## config.mk

```make
export PLATFORM = sky130hd
export DESIGN_NAME = bcd_timing_editor_flat
export DESIGN_NICKNAME = d
export VERILOG_FILES = /design/src/rtl/bcd_timing_editor_if.sv /design/src/rtl/bcd_timing_editor.sv /design/src/flat_wrapper.sv
export SDC_FILE = /design/constraint.sdc
export NUM_CORES = 1
export LEC_CHECK = 0
export CAP_MARGIN = 5
export CORE_MARGIN = 2
export CORE_UTILIZATION = 57
export DETAILED_ROUTE_END_ITERATION = 8
export GPL_TIMING_DRIVEN = 1
export PLACE_DENSITY = 0.89
export SLEW_MARGIN = 0
export SYNTH_ARGS = -nofsm -noshare
export SYNTH_HDL_FRONTEND = slang
export SYNTH_SLANG_ARGS = --single-unit
```

## constraint.sdc

```tcl
create_clock -name i_clk -period 4.65 [get_ports i_clk]
set_input_delay 0.465 -clock i_clk [delete_from_list [all_inputs] [get_ports i_clk]]
set_output_delay 0.465 -clock i_clk [all_outputs]
set_load 0.005 [all_outputs]
```

## src/rtl/bcd_timing_editor_if.sv

```systemverilog
// Button-side / generator-side bundle for bcd_timing_editor.
// master = front end driving edit pulses; slave = the editor itself.
interface bcd_timing_editor_if #(
  parameter int NUM_FIELDS = 2,
  parameter int NUM_DIGITS = 4
);
  localparam int NCELL = NUM_FIELDS * NUM_DIGITS;
  localparam int W     = NCELL * 4;
  localparam int CW    = (NCELL > 1) ? $clog2(NCELL) : 1;

  logic          edit_start;
  logic          edit_commit;
  logic          edit_abort;
  logic          cursor_next;
  logic          adj_up;
  logic          adj_dn;
  logic          sync_load;
  logic [W-1:0]  in_fields;
  logic [W-1:0]  out_fields;
  logic [W-1:0]  work_fields;
  logic [CW-1:0] cursor;
  logic          editing;
  logic          out_update;
  logic          out_reject;

  modport master (
    output edit_start, edit_commit, edit_abort, cursor_next, adj_up, adj_dn,
           sync_load, in_fields,
    input  out_fields, work_fields, cursor, editing, out_update, out_reject
  );

  modport slave (
    input  edit_start, edit_commit, edit_abort, cursor_next, adj_up, adj_dn,
           sync_load, in_fields,
    output out_fields, work_fields, cursor, editing, out_update, out_reject
  );
endinterface

```

## src/rtl/bcd_timing_editor.sv

```systemverilog
// Multi-field BCD timing editor: live fields plus an edit session on a working copy.
// Define BCD_CARRY_EN for carry/borrow adjust across digits; default is per-digit wrap.
module bcd_timing_editor #(
  parameter int NUM_FIELDS     = 2,
  parameter int NUM_DIGITS     = 4,
  parameter logic [NUM_FIELDS*NUM_DIGITS*4-1:0] DEFAULT_BCD = 32'h0008_0002,
  parameter int TIMEOUT_CYCLES = 1000000
) (
  input  logic i_clk,
  input  logic i_rst_n,
  bcd_timing_editor_if.slave bus
);
  localparam int NCELL = NUM_FIELDS * NUM_DIGITS;
  localparam int W     = NCELL * 4;
  localparam int CW    = (NCELL > 1) ? $clog2(NCELL) : 1;
  localparam int TW    = (TIMEOUT_CYCLES > 0) ? $clog2(TIMEOUT_CYCLES + 1) : 1;
  localparam logic [TW-1:0] TMO = TW'(TIMEOUT_CYCLES);

  typedef enum logic {S_IDLE, S_EDIT} state_t;

  state_t        r_state, w_state_nx;
  logic [W-1:0]  r_live, w_live_nx;
  logic [W-1:0]  r_work, w_work_nx;
  logic [CW-1:0] r_cursor, w_cursor_nx;
  logic [TW-1:0] r_timer, w_timer_nx;
  logic          r_update, w_update_nx;
  logic          r_reject, w_reject_nx;

  logic [W-1:0]  w_clamp;
  logic [W-1:0]  w_adj;
  logic          w_ovf;
  logic          w_adj_req;
  logic          w_tick;

  assign w_adj_req = bus.adj_up ^ bus.adj_dn;

  // External loads may carry non-BCD nibbles; saturate them to 9.
  always_comb begin
    w_clamp = bus.in_fields;
    for (int i = 0; i < NCELL; i++)
      if (bus.in_fields[i*4 +: 4] > 4'd9) w_clamp[i*4 +: 4] = 4'd9;
  end

  // Candidate working copy after an adjust at the cursor.
  always_comb begin
    logic [3:0] nib;
    int         cur;
`ifdef BCD_CARRY_EN
    logic       c;
`endif
    w_adj = r_work;
    w_ovf = 1'b0;
    nib   = 4'd0;
    cur   = int'(r_cursor);
`ifdef BCD_CARRY_EN
    // Carry/borrow ripples from the cursor digit toward the field MSD.
    for (int f = 0; f < NUM_FIELDS; f++) begin
      c = (cur >= f*NUM_DIGITS) && (cur < (f+1)*NUM_DIGITS);
      for (int d = 0; d < NUM_DIGITS; d++) begin
        nib = r_work[(f*NUM_DIGITS+d)*4 +: 4];
        if (c && (f*NUM_DIGITS + d) >= cur) begin
          if (bus.adj_up) begin
            if (nib >= 4'd9) nib = 4'd0;
            else begin nib = nib + 4'd1; c = 1'b0; end
          end else begin
            if (nib == 4'd0) nib = 4'd9;
            else begin nib = nib - 4'd1; c = 1'b0; end
          end
          w_adj[(f*NUM_DIGITS+d)*4 +: 4] = nib;
        end
      end
      if (c) w_ovf = 1'b1;
    end
`else
    for (int i = 0; i < NCELL; i++) begin
      if (i == cur) begin
        nib = r_work[i*4 +: 4];
        if (bus.adj_up) nib = (nib >= 4'd9) ? 4'd0 : nib + 4'd1;
        else            nib = (nib == 4'd0) ? 4'd9 : nib - 4'd1;
        w_adj[i*4 +: 4] = nib;
      end
    end
`endif
  end

  always_comb begin
    w_state_nx  = r_state;
    w_live_nx   = r_live;
    w_work_nx   = r_work;
    w_cursor_nx = r_cursor;
    w_timer_nx  = r_timer;
    w_update_nx = 1'b0;
    w_reject_nx = 1'b0;
    w_tick      = 1'b0;

    if (bus.sync_load) begin
      if (w_clamp == '0) begin
        w_reject_nx = 1'b1;
      end else begin
        w_live_nx   = w_clamp;
        w_work_nx   = w_clamp;
        w_update_nx = (w_clamp != r_live);
        w_state_nx  = S_IDLE;
        w_cursor_nx = '0;
        w_timer_nx  = '0;
      end
    end else begin
      case (r_state)
        S_IDLE: begin
          if (bus.edit_start) begin
            w_state_nx  = S_EDIT;
            w_work_nx   = r_live;
            w_cursor_nx = '0;
            w_timer_nx  = TMO;
          end
        end
        S_EDIT: begin
          if (bus.edit_abort) begin
            w_work_nx  = r_live;
            w_state_nx = S_IDLE;
            w_timer_nx = '0;
          end else if (bus.edit_commit) begin
            w_live_nx   = r_work;
            w_update_nx = 1'b1;
            w_state_nx  = S_IDLE;
            w_timer_nx  = '0;
          end else if (w_adj_req) begin
            // Refused adjusts do not count as activity for the timeout.
            if (w_ovf || (w_adj == '0)) begin
              w_reject_nx = 1'b1;
              w_tick      = 1'b1;
            end else begin
              w_work_nx  = w_adj;
              w_timer_nx = TMO;
            end
          end else if (bus.cursor_next) begin
            w_cursor_nx = (r_cursor == CW'(NCELL - 1)) ? '0 : r_cursor + CW'(1);
            w_timer_nx  = TMO;
          end else begin
            w_tick = 1'b1;
          end
        end
        default: w_state_nx = S_IDLE;
      endcase

      if (w_tick && (TIMEOUT_CYCLES != 0)) begin
        if (r_timer <= TW'(1)) begin
          w_work_nx  = r_live;
          w_state_nx = S_IDLE;
          w_timer_nx = '0;
        end else begin
          w_timer_nx = r_timer - TW'(1);
        end
      end
    end
  end

  always_ff @(posedge i_clk or negedge i_rst_n) begin
    if (!i_rst_n) begin
      r_state  <= S_IDLE;
      r_live   <= DEFAULT_BCD;
      r_work   <= DEFAULT_BCD;
      r_cursor <= '0;
      r_timer  <= '0;
      r_update <= 1'b0;
      r_reject <= 1'b0;
    end else begin
      r_state  <= w_state_nx;
      r_live   <= w_live_nx;
      r_work   <= w_work_nx;
      r_cursor <= w_cursor_nx;
      r_timer  <= w_timer_nx;
      r_update <= w_update_nx;
      r_reject <= w_reject_nx;
    end
  end

  assign bus.out_fields  = r_live;
  assign bus.work_fields = r_work;
  assign bus.cursor      = r_cursor;
  assign bus.editing     = (r_state == S_EDIT);
  assign bus.out_update  = r_update;
  assign bus.out_reject  = r_reject;
endmodule

```

## src/flat_wrapper.sv

```systemverilog
// flat-port wrapper written by rule: the top's interface ports become plain ports
module bcd_timing_editor_flat 
#(
  parameter int NUM_FIELDS     = 2,
  parameter int NUM_DIGITS     = 4,
  parameter logic [NUM_FIELDS*NUM_DIGITS*4-1:0] DEFAULT_BCD = 32'h0008_0002,
  parameter int TIMEOUT_CYCLES = 1000000
)
  (i_clk, i_rst_n, bus_edit_start, bus_edit_commit, bus_edit_abort, bus_cursor_next, bus_adj_up, bus_adj_dn, bus_sync_load, bus_in_fields, bus_out_fields, bus_work_fields, bus_cursor, bus_editing, bus_out_update, bus_out_reject);
  bcd_timing_editor_if #(.NUM_FIELDS(NUM_FIELDS), .NUM_DIGITS(NUM_DIGITS)) bus_i ();
  input  logic i_clk;
  input  logic i_rst_n;
  input wire logic [$bits(bus_i.edit_start)-1:0] bus_edit_start;
  input wire logic [$bits(bus_i.edit_commit)-1:0] bus_edit_commit;
  input wire logic [$bits(bus_i.edit_abort)-1:0] bus_edit_abort;
  input wire logic [$bits(bus_i.cursor_next)-1:0] bus_cursor_next;
  input wire logic [$bits(bus_i.adj_up)-1:0] bus_adj_up;
  input wire logic [$bits(bus_i.adj_dn)-1:0] bus_adj_dn;
  input wire logic [$bits(bus_i.sync_load)-1:0] bus_sync_load;
  input wire logic [$bits(bus_i.in_fields)-1:0] bus_in_fields;
  output wire logic [$bits(bus_i.out_fields)-1:0] bus_out_fields;
  output wire logic [$bits(bus_i.work_fields)-1:0] bus_work_fields;
  output wire logic [$bits(bus_i.cursor)-1:0] bus_cursor;
  output wire logic [$bits(bus_i.editing)-1:0] bus_editing;
  output wire logic [$bits(bus_i.out_update)-1:0] bus_out_update;
  output wire logic [$bits(bus_i.out_reject)-1:0] bus_out_reject;
  assign bus_i.edit_start = bus_edit_start;
  assign bus_i.edit_commit = bus_edit_commit;
  assign bus_i.edit_abort = bus_edit_abort;
  assign bus_i.cursor_next = bus_cursor_next;
  assign bus_i.adj_up = bus_adj_up;
  assign bus_i.adj_dn = bus_adj_dn;
  assign bus_i.sync_load = bus_sync_load;
  assign bus_i.in_fields = bus_in_fields;
  assign bus_out_fields = bus_i.out_fields;
  assign bus_work_fields = bus_i.work_fields;
  assign bus_cursor = bus_i.cursor;
  assign bus_editing = bus_i.editing;
  assign bus_out_update = bus_i.out_update;
  assign bus_out_reject = bus_i.out_reject;
  bcd_timing_editor #(.NUM_FIELDS(NUM_FIELDS), .NUM_DIGITS(NUM_DIGITS), .DEFAULT_BCD(DEFAULT_BCD), .TIMEOUT_CYCLES(TIMEOUT_CYCLES)) u_core (.i_clk(i_clk), .i_rst_n(i_rst_n), .bus(bus_i));
endmodule
```

## Word level (Yosys, flattened, before mapping)

Cells that the tools add are included.

- Bits in registers: 90
- Input bits: 41
- Output and inout bits: 70
- Word-level logic and storage cells: 179

- Add/sub/neg operators: 18
- $lt $le $gt $ge: 17
- Equal/unequal tests: 19
- Multiplexer cells: 100
- Bitwise operators: 2
- Reductions and logical operators: 16

Operators with widths:

| operator | number |
|---|---|
| 32-bit 2-to-1 mux | 13 |
| 20-bit 2-to-1 mux | 10 |
| 4-bit 2-to-1 mux | 40 |
| 32-bit zero test | 2 |
| 32-bit one-hot mux with 2 select lines | 1 |
| 20-bit one-hot mux with 2 select lines | 1 |
| 4-bit by 1-bit adder with 4-bit output, second input constant | 8 |
| 4-bit >= comparator, second input constant | 8 |
| 4-bit greater-than comparator, second input constant | 8 |
| 4-bit zero test | 8 |
| 32-bit != test | 1 |
| 4-bit by 1-bit subtractor with 4-bit output, second input constant | 8 |
| 1-bit 2-to-1 mux | 25 |
| 3-bit 2-to-1 mux | 8 |
| 20-bit by 1-bit <= comparator with 1-bit output, second input constant | 1 |
| 20-bit by 1-bit subtractor with 20-bit output, second input constant | 1 |
| 3-bit != test, second input constant | 5 |
| 7-bit != test, second input constant | 2 |
| 3-bit == test, first input constant | 4 |
| 4-bit AND reduction | 2 |
| 2-bit by 3-bit == test with 1-bit output, first input constant | 2 |
| 3-bit one-hot mux with 2 select lines | 1 |
| 6-bit AND reduction | 1 |
| 4-bit by 3-bit != test with 1-bit output, second input constant | 1 |
| other kinds (10) | 11 |

## Logic depth before layout (Yosys ltp)

- Depth in word-level cells: 13
- Gate-level depth with buffers: 15
- Gate-level depth less buffers: 11

## Worst setup path before layout

OpenSTA, ideal clock, no wires.

- Kind: register to register
- Start point: register u_core.r_work[1] (netlist: u_core.bus.work_fields[1])
- End point: register u_core.r_work[11] (netlist: u_core.bus.work_fields[11])
- Library setup time: 128 ps
- Arrival time: 3,356 ps
- Required time: 4,522 ps
- Setup slack: 1,166 ps
- Stages on the path, launching flop included: 15
- Path buffers: 3
- Period minus slack after synthesis: 3,484 ps
- Cell sequence: dfstp_2 -> clkbuf_1 -> inv_1 -> ha_1 -> nor3b_1 -> o211ai_1 -> a31oi_1 -> or4_1 -> nor4b_2 -> nand4_4 -> and2_1 -> buf_6 -> buf_6 -> a311oi_1 -> a21oi_1

- Word-level cells in the longest chain between the ends: 13
- Elaborated cells on any way between the ends: 23
- Classes of those cells: add/sub: 2; order compare: 1; mux: 18; reduce/logical: 2

RTL lines:

| item | RTL line | RTL |
|---|---|---|
| start: declaration | bcd_timing_editor.sv:23 | `logic [W-1:0] r_work, w_work_nx;` |
| start signal: assignment | bcd_timing_editor.sv:170 | `r_work <= w_work_nx;` |
| 4-bit by 1-bit subtractor with 4-bit output, or another cell as far along | bcd_timing_editor.sv:79 | `else nib = (nib == 4'd0) ? 4'd9 : nib - 4'd1;` |
| 4-bit 2-to-1 mux, on equally long branches | bcd_timing_editor.sv:79, bcd_timing_editor.sv:78 |  |
| 4-bit 2-to-1 mux | bcd_timing_editor.sv:78 | `if (bus.adj_up) nib = (nib >= 4'd9) ? 4'd0 : nib + 4'd1;` |
| 4-bit 2-to-1 mux (*) | bcd_timing_editor.sv:76 | `if (i == cur) begin` |
| 32-bit zero test (*) | bcd_timing_editor.sv:129 | `if (w_ovf \|\| (w_adj == '0)) begin` |
| 32-bit 2-to-1 mux or 1-bit 2-to-1 mux (tied branches) | bcd_timing_editor.sv:129 |  |
| 32-bit 2-to-1 mux or 1-bit 2-to-1 mux (tied branches) | bcd_timing_editor.sv:127 | `end else if (w_adj_req) begin` |
| 32-bit 2-to-1 mux or 1-bit 2-to-1 mux (tied branches) | bcd_timing_editor.sv:122 | `end else if (bus.edit_commit) begin` |
| 32-bit 2-to-1 mux or 1-bit 2-to-1 mux (tied branches) | bcd_timing_editor.sv:118 | `if (bus.edit_abort) begin` |
| 32-bit one-hot mux with 2 select lines or 1-bit 2-to-1 mux (tied branches) | bcd_timing_editor.sv:108 | `case (r_state)` |
| 32-bit 2-to-1 mux or 1-bit 2-to-1 mux (tied branches) | bcd_timing_editor.sv:147, bcd_timing_editor.sv:96 |  |
| 32-bit 2-to-1 mux (*) | bcd_timing_editor.sv:146 | `if (w_tick && (TIMEOUT_CYCLES != 0)) begin` |
| 32-bit 2-to-1 mux (*) | bcd_timing_editor.sv:96 | `if (bus.sync_load) begin` |

Mark *: on every way between the ends. The rest lies on a longest branch, timed or not. The select of a mux whose other input is x is not followed.
A chain may end at the register's enable or synchronous reset.

## Worst setup path after layout

- Start point: register u_core.r_work[4] (netlist: u_core.bus.work_fields[4])
- End point: register u_core.r_work[11] (netlist: u_core.bus.work_fields[11])

Same word-level chain as after synthesis.

==> results.toml <==
[cts]
post_cts_buffers = 0
path_clk_slew_ns = 0.07
cts_buffers = 9
clock_path_buffers = 2
cts_tree = "yes"
cts_sinks = 90
cts_hold_buf = 0
root_buffer = "clkbuf_16"
htreeDepth = 3
cts_resized = 0
clock_latency_ns = 0.35

[floorplanning]
die_x_microns = 127
ios = 111
start_util_pct = 58.7
fp.dieH_microns = 127
row_count = 44
dieArea_sq_um = 16100
core_area_sq_um = 14600

[critical_path]
path_class = "reg -> reg"
cp_top_family = "simple AND/OR/NAND/NOR gates"
path_buf_inv = 1
start_kind = "flop"
slowest_delay_ns = 0.60
required_ns = 4.88
critPathCaptureType = "flop"
crit_slowest_cell = "dfrtp_1"
cp_common_cell = "a311oi_1"
worstPathArrival_ns = 4.38
crit_chain = "inv_1, ha_1, or3b_2, a311oi_1, a211o_1, or4b_4, nor4b_4, nand4_4, and2_1, a311oi_1, a21oi_1"
crit_fanout = 25

[routing]
vias_per_cell = 7.14
drtPass1Iterations = 6
avgRoutedWirePerCell_microns = 22.4
drtIter0Drc = 1435
routed_wl_microns = 30400
dr_total_vias = 9680
route.detailed.drc = 0
antenna_left = 0

[yosys]
synth_cell_types = 80
synth_edf_count = 0
yosysTopAreaCellShare_pct = 25.0
avgSynthCellArea_sq_um = 7.70
yosysSeqAreaShare_pct = 26.2
synth.yosys.warnings = 0
synth-main-ff-cell = "dfrtp_1"
synth_fp_nets = 1191
synthCells = 1118
synthesis.area_sq_um = 8600
synth_top_area_cell = "dfrtp_1"
netlist_top_cells_area = "dfrtp_1, o21ai_0, nand2_1, ha_1, a21oi_1"
ys_async_sr_fraction_pct = 100
synth-seq-cells = 90

[sta]
tns_ns = 0
finClkSkew_ns = 0.0103
finalCritPeriodShare_pct = 89.4
slew_headroom_pct = 17.8
finalHoldViolations = 0
setup_viol = 0
grt_setup_unrepaired = "no"
fmax_mhz = 241
whs_ns = 0.198
fin_crit_ns = 4.16
final_max_slew_viol_count = 0
tightest_slew_ns = 1.23

[global_routing]
grt_util_met1_pct = 52.3
grt_pass1_vias = 8952
grt_pass1_wl_microns = 48400
overflow = 0
busiest_layer = "met2"
grt_antenna_before_repair = 0
grt_util_met2_pct = 53.8
gr-usage-all-layers_pct = 37.5
grt_use_met3_pct = 10.8
grt_max_degree = 60

[placed_design]
port_buffers = 110
post_dp_cell_area_sq_um = 9670
routabilityCongestion = 1.01
hpwl_microns = 21100
dp.cells = 1340

[finish]
layout_commonest_cell = "nand2_1"
final_cell_mix = "nand2_1, clkdlybuf4s50_1, o21ai_0"
fin_area_sq_um = 9990
nNetsFinal = 1240
syn_to_final_growth_pct = 16.1
final_cells = 1356
final_layout_size_suffix_gt1_share_pct = 6.66
antenna_cells = 0

[run_status]
status = "complete, no violations"

[pwr]
p_leak_uw = 0.00385
p_per_area_nw_per_um2 = 317
irDropWorstVdd_mv = 0.280

[flow_run]
cap_viol_max_count = 0

[min_path]
hp-class = "in -> async"
-- layout make-up --
class,count,area (sq um)
sequential,90,2260
inverter,46,173
fill,1192,4650
tap,184,230
clock inverter,4,75.1
timing repair buffer,129,1240
clock buffer,12,246
multi-input combinational,891,5770
-- where the power goes --
part           total, uW  switching [uW]  internal [uW]
Combinational       1190             648            541
Sequential          1160             271            892
Clock                819             332            487
-- routing by layer --
layer  share of wire (%)  vias to the layer above
li1                    -                     4267
met1                  39                     4445
met2                  42                      817
met3                  14                      151
met4                 5.0                        0
met5                   0                        -
-- final timing paths --
path,start,to,slack (ns),cells past startpoint
hold reg to reg,u_core.r_timer[5],u_core.r_timer[5],0.51,2
min in group i_clk,u_core.r_timer[5],u_core.r_timer[5],0.51,2
setup reg to reg,u_core.bus.work_fields[4],u_core.bus.work_fields[11],0.49,11
hold / removal,i_rst_n,u_core.bus.work_fields[22],0.20,1
setup / recovery,u_core.bus.work_fields[4],u_core.bus.work_fields[11],0.49,11
max in group asynchronous,i_rst_n,u_core.bus.work_fields[24],3.44,2
-- state kept, by name (all words and copies together) (netlist names) --
name                    cells
u_core.bus.out_reject       1
u_core.bus.cursor           3
u_core.bus.work_fields     32
u_core.r_timer             20
u_core.bus.editing          1
u_core.bus.out_update       1
u_core.bus.out_fields      32
-- stage by stage --
stage	utilization [%]	setup slack, ns	power [uW]
after global routing	68.2	0.286	3310
after CTS	68.2	0.595	3110
after detailed placement	66.0	0.629	2300
after floorplan	-	1.17	1800
final	68.2	0.494	3170
after global placement	66.0	0.671	2270
-- synth_stat cells (17+ instances only) --
cell      instances
a31oi_1          41
nand3_1          45
o22ai_1          23
mux2i_1          26
a221oi_1         22
nor4_1           17
nand2b_1         24
nand2_1         112
a211oi_1         23
dfrtp_1          86
o21ai_0         102
clkbuf_1         63
ha_1             32
nor2b_1          25
a211o_1          19
nor3_1           27
nor2_1           77
inv_1            45
a21oi_1          58
-- cells by family (layout without fill, tap and decap cells) --
| group | after synthesis | in the layout | synth area share [%] |
|---|---|---|---|
| fa+ha+maj | 32 | 32 | 4.65 |
| xor+xnor | 25 | 25 | 2.55 |
| flops | 90 | 90 | 26.2 |
| simple gates | 404 | 404 | 24.6 |
| mux | 35 | 35 | 4.20 |
| compound gates | 395 | 395 | 31.0 |
| buf+inv | 137 | 191 | 6.78 |
Power figures use the tool's default switching activity.
